File: src/rtl/clb_multi_ble.sv
// clb_multi_ble: configurable logic block with CLB_BLE_NUM LUT-based logic elements.
// Each BLE is a LUT_K-input LUT. Its output is either combinational or taken from a
// flip-flop with a programmable init value. A full crossbar feeds every LUT input
// from the CLB inputs, from the BLE flip-flops, or from constant 0. Configuration is
// shifted into a shadow chain and then committed to the active configuration in one step.
// Ports:
//   clk, rst_n       clock, asynchronous active-low reset
//   clb_in [I]       user logic inputs
//   ce               clock enable for the BLE flip-flops
//   out [N]          BLE outputs, bit b comes from BLE b
//   scan_en/scan_in  shift the shadow chain by one bit per cycle
//   scan_out         chain serial output (MSB of the shadow chain)
//   cfg_commit       copy the shadow chain to the active configuration
//   cfg_valid        an active configuration has been loaded
//   cfg_err          one-cycle pulse when a commit is rejected
module clb_multi_ble #(
    parameter int unsigned CLB_IN_WIDTH = 10,
    parameter int unsigned CLB_BLE_NUM  = 4,
    parameter int unsigned LUT_K        = 4
) (
    input  logic                    clk,
    input  logic                    rst_n,
    input  logic [CLB_IN_WIDTH-1:0] clb_in,
    input  logic                    ce,
    output logic [CLB_BLE_NUM-1:0]  out,
    input  logic                    scan_en,
    input  logic                    scan_in,
    output logic                    scan_out,
    input  logic                    cfg_commit,
    output logic                    cfg_valid,
    output logic                    cfg_err
);
    localparam int unsigned I        = CLB_IN_WIDTH;
    localparam int unsigned N        = CLB_BLE_NUM;
    localparam int unsigned K        = LUT_K;
    localparam int unsigned TBL_W    = 1 << K;
    localparam int unsigned SEL_W    = $clog2(I + N + 1);
    localparam int unsigned SRC_W    = 1 << SEL_W;
    localparam int unsigned L        = N * TBL_W;
    localparam int unsigned M        = L + N * K * SEL_W;
    localparam int unsigned CFG_BITS = M + 2 * N;
    localparam int unsigned CNT_W    = $clog2(CFG_BITS + 1);

    logic [CFG_BITS-1:0] shadow;
    logic [CFG_BITS-1:0] active;
    logic [CNT_W-1:0]    cnt;
    logic [N-1:0]        q;
    logic [N-1:0]        lut_out;
    logic [SRC_W-1:0]    src;
    logic                commit_ok;
    logic                commit_bad;
    logic                cnt_full;

    assign cnt_full   = (cnt == CNT_W'(CFG_BITS));
    assign commit_ok  = cfg_commit && !scan_en && cnt_full;
    assign commit_bad = cfg_commit && !scan_en && !cnt_full;
    assign scan_out   = shadow[CFG_BITS-1];

    // Crossbar source vector; unused upper sources stay at constant 0.
    always_comb begin
        src          = '0;
        src[I-1:0]   = clb_in;
        src[I +: N]  = q;
    end

    // Per-BLE input selection and LUT lookup from the active configuration.
    always_comb begin : lut_eval
        logic [TBL_W-1:0] tbl;
        logic [SEL_W-1:0] sel;
        logic [K-1:0]     lin;
        tbl     = '0;
        sel     = '0;
        lin     = '0;
        lut_out = '0;
        for (int b = 0; b < int'(N); b++) begin
            tbl = active[b*TBL_W +: TBL_W];
            for (int k = 0; k < int'(K); k++) begin
                sel    = active[L + (b*K + k)*SEL_W +: SEL_W];
                lin[k] = src[sel];
            end
            lut_out[b] = tbl[lin];
        end
    end

    // Registered BLEs select the FF, combinational ones the LUT; all gated by cfg_valid.
    assign out = cfg_valid ? ((active[M +: N] & q) | (~active[M +: N] & lut_out)) : '0;

    // Shadow chain, bit counter, active configuration and status flags.
    always_ff @(posedge clk or negedge rst_n) begin
        if (!rst_n) begin
            shadow    <= '0;
            active    <= '0;
            cnt       <= '0;
            cfg_valid <= 1'b0;
            cfg_err   <= 1'b0;
        end else begin
            cfg_err <= commit_bad;
            if (scan_en) begin
                shadow <= {shadow[CFG_BITS-2:0], scan_in};
                if (!cnt_full) begin
                    cnt <= cnt + CNT_W'(1);
                end
            end else if (commit_ok) begin
                active    <= shadow;
                cnt       <= '0;
                cfg_valid <= 1'b1;
            end
        end
    end

    // BLE flip-flops: a commit load takes priority over normal capture.
    always_ff @(posedge clk or negedge rst_n) begin
        if (!rst_n) begin
            q <= '0;
        end else if (commit_ok) begin
            q <= shadow[M + N +: N];
        end else if (ce && cfg_valid) begin
            q <= lut_out;
        end
    end
endmodule

File: config.mk
export PLATFORM = sky130hd
export DESIGN_NAME = clb_multi_ble
export DESIGN_NICKNAME = d
export VERILOG_FILES = /design/src/rtl/clb_multi_ble.sv
export SDC_FILE = /design/constraint.sdc
export NUM_CORES = 1
export LEC_CHECK = 0
export ABC_AREA = 0
export ABC_CLOCK_PERIOD_IN_PS = 3700
export CAP_MARGIN = 25
export CORE_ASPECT_RATIO = 0.6
export CORE_MARGIN = 5
export CORE_UTILIZATION = 45
export CTS_CLUSTER_SIZE = 8
export DETAILED_ROUTE_END_ITERATION = 12
export SKIP_CTS_REPAIR_TIMING = 1
export SLEW_MARGIN = 30
export SYNTH_ARGS = -nofsm -noshare
export SYNTH_HDL_FRONTEND = slang
export SYNTH_SLANG_ARGS = --single-unit
File: constraint.sdc
create_clock -name clk -period 3.7 [get_ports clk]
set_input_delay 0.555 -clock clk [delete_from_list [all_inputs] [get_ports clk]]
set_output_delay 0.555 -clock clk [all_outputs]
set_load 0.005 [all_outputs]
==> impl_metrics.py <==
metrics = {
    "timing": {
        "rsz0062_at_grt": "yes",
        "fin_ws_ns": -0.141,
        "fin_crit_ns": 3.84,
        "timing_worst_slew_pin_value_ns": 0.836,
        "timing_hold_violations_final": 0,
        "slew_headroom": 0.443,
        "skew_ns": 0.0191,
        "setup-violations-final": 4,
        "post-route-period-util": 1.04,
        "fmax_mhz": 260,
        "slew_violations": 0,
    },
    "yosys": {
        "synth_cell_types": 41,
        "synth_area_sq_um": 13200,
        "ys_warn_count": 0,
        "synth_area_leaders": "dfrtp_1 53%, mux2_2 23%, mux4_2 7.8%, mux2i_1 3.0%, o21ai_0 1.3%",
        "synth_seq_cells": 282,
        "yosys.area.top_type_share": 0.533,
        "synthCells": 948,
        "syn_nets": 966,
        "postSynthAreaPerCell_sq_um": 14.0,
        "seq_area_frac_synth": 0.533,
        "synth_top_cell_by_area": "dfrtp_1",
    },
    "drt": {
        "wire_per_inst_um": 20.2,
        "vias": 8256,
        "wl_mm": 29.5,
        "drt_iter0_drc": 676,
        "viasPerCell": 5.65,
        "drc": 0,
        "dr.pass1.iters": 7,
        "postRouteAntennaNets": 0,
    },
    "cts": {
        "clk_pin_slew_worst_paths_ns": 0.05,
        "clockRootBuffer": "clkbuf_16",
        "cts_inserted_buffers": 41,
        "clock_path_buffers": 3,
        "cts_tree": "built",
        "clock-sinks": 282,
        "htree_levels": 2,
        "insertion_delay_ns": 0.54,
    },
    "global_routing": {
        "grt_pass1_vias": 8146,
        "antenna_found_initial": 0,
        "track_usage": 0.182,
        "grt_overflow_total": 0,
        "grt_pass1_wl_mm": 47.8,
        "grt_max_degree": 143,
    },
    "min_path": {
        "holdCritPathClass": "primary input to flip-flop",
    },
    "placed_design": {
        "place.port_buffers": 22,
        "detailedPlace.worstSlack_ns": -0.983,
        "place_hpwl_mm": 19.3,
        "gp_congestion": 0.800,
        "placed_area_sq_um": 14600,
    },
    "setup_path": {
        "cp-start-kind": "flip-flop",
        "path_class": "flip-flop to output pin",
        "worstPathArrival_ns": 3.29,
        "cp-end-kind": "output pin",
        "critPathMaxFanout": 8,
        "worstPathRequired_ns": 3.14,
    },
    "die": {
        "die_w_um": 231,
        "core_area_sq_um": 28900,
        "design.die.area_sq_um": 33100,
        "initial_core_util": 0.458,
        "row_count": 48,
        "die_h_um": 143,
        "io-pin-count": 23,
    },
    "final_layout": {
        "syn_to_final_growth_pct": 21.1,
        "layout.nets": 1077,
        "antenna_cells": 0,
        "layout_common_cells": "281 x dfrtp_1, 262 x mux2_2, 73 x buf_4",
        "drive_above_1_share": 0.480,
        "final_area_sq_um": 16000,
        "final_common_cell": "dfrtp_1",
    },
    "power_and_ir_drop": {
        "ir_drop_v": 0.000241,
        "power.leakage_nw": 7.45,
        "power_mw": 7.24,
        "power_density_nw_per_um2": 452,
    },
    "flow_run": {
        "maxCapViolations": 0,
    },
    "outcome": {
        "outcome": "finished, violations left",
        "violations": "negative setup slack",
    },
}
Yosys cell counts:
| library cell | count |
|---|---|
| mux2i_1 | 40 |
| mux4_2 | 46 |
| nand2_2 | 1 |
| o311ai_0 | 1 |
| a211o_1 | 1 |
| ha_1 | 2 |
| xnor2_1 | 4 |
| and2_1 | 2 |
| nor3_1 | 9 |
| a221o_1 | 1 |
| and3_1 | 1 |
| o31ai_1 | 7 |
| nand4_1 | 2 |
| o22a_1 | 1 |
| o21ai_1 | 1 |
| o41ai_1 | 3 |
| a21oi_1 | 14 |
| o22ai_1 | 8 |
| nor2_1 | 17 |
| a21o_1 | 3 |
| o21ai_0 | 35 |
| nand2b_1 | 10 |
| nand3_1 | 10 |
| mux2_2 | 265 |
| o211ai_1 | 2 |
| a211oi_1 | 12 |
| nor2b_1 | 13 |
| nor3b_1 | 1 |
| a2111oi_0 | 6 |
| buf_2 | 18 |
| a221oi_1 | 5 |
| a31oi_4 | 1 |
| or2_2 | 10 |
| or4b_2 | 1 |
| o221ai_1 | 3 |
| a22oi_1 | 5 |
| dfrtp_1 | 282 |
| clkbuf_1 | 33 |
| mux4_1 | 3 |
| nand2_1 | 42 |
| inv_1 | 27 |
sequential cells by signal, summed over array words and instances, names as in the netlist:
signal	cells
cfg_err	1
cnt	8
active	132
shadow	136
q	4
cfg_valid	1
critical path, cell delays in order, from the launching register on:
cell and delay, ns:
dfrtp_1 0.40, mux4_2 0.53, a221oi_2 0.22, buf_4 0.16, a31oi_4 0.07, mux2i_1 0.18
mux2_4 0.27, mux4_2 0.56, o31ai_4 0.21, clkbuf_2 0.15
final cells by class:
class / instances / area [sq um]
sequential: 282 / 7060
tap: 400 / 500
timing repair buffer: 119 / 1200
clock inverter: 4 / 50.0
multi-input combinational: 588 / 6080
fill: 2370 / 12900
clock buffer: 41 / 1030
inverter: 27 / 101
kinds of logic after synthesis:
| kind of cell | after synthesis | synth area share |
|---|---|---|
| muxes | 354 | 0.340 |
| DFF | 282 | 0.533 |
| and+or+nand+nor | 119 | 0.0437 |
| AOI/OAI and AO/OA | 109 | 0.0547 |
| buffers and inverters | 78 | 0.0238 |
| xor gates and xnor gates | 4 | 0.00265 |
| adders and majority gates | 2 | 0.00189 |
per-layer routing:
layer	up-vias	part of all wire	global-route usage
li1	3729	-	-
met1	4305	0.53	0.301
met2	179	0.40	0.238
met3	43	0.055	0.0417
met4	0	0.016	0.0416
met5	-	0	0
final timing paths:
path                               to  slack [ns]  cells after the start       start
min in group asynchronous      cnt[4]        0.56                      2       rst_n
min                            cnt[4]        0.38                      4     scan_en
max                            out[1]       -0.14                      9  active[80]
max in group asynchronous  shadow[74]        2.22                      3       rst_n
min reg2reg                    cnt[7]        0.48                      1      cnt[7]
max reg2reg                      q[1]        0.80                      9  active[80]
per-stage QoR:
| step | hold WS, ns | cells | utilization | setup TNS (ns) |
|---|---|---|---|---|
| detailed placement | 0.475 | 1404 | 0.505 | -3.39 |
| floorplan | 0.259 | 948 | - | 0 |
| global placement | 0.467 | 1404 | 0.505 | -3.27 |
| CTS | -0.00870 | 1449 | 0.542 | -3.48 |
| finish | 0.383 | 1461 | 0.555 | -0.347 |
| global route | 0.388 | 1461 | 0.555 | -0.899 |
power by group:
group	total [mW]	switching, mW	internal [mW]	leakage (nW)
logic	0.580	0.274	0.306	3.16
clock network	3.25	1.29	1.95	0.528
registers	3.42	0.147	3.27	3.76
total	7.24	1.71	5.53	7.45
Power figures use the tool's default switching activity.
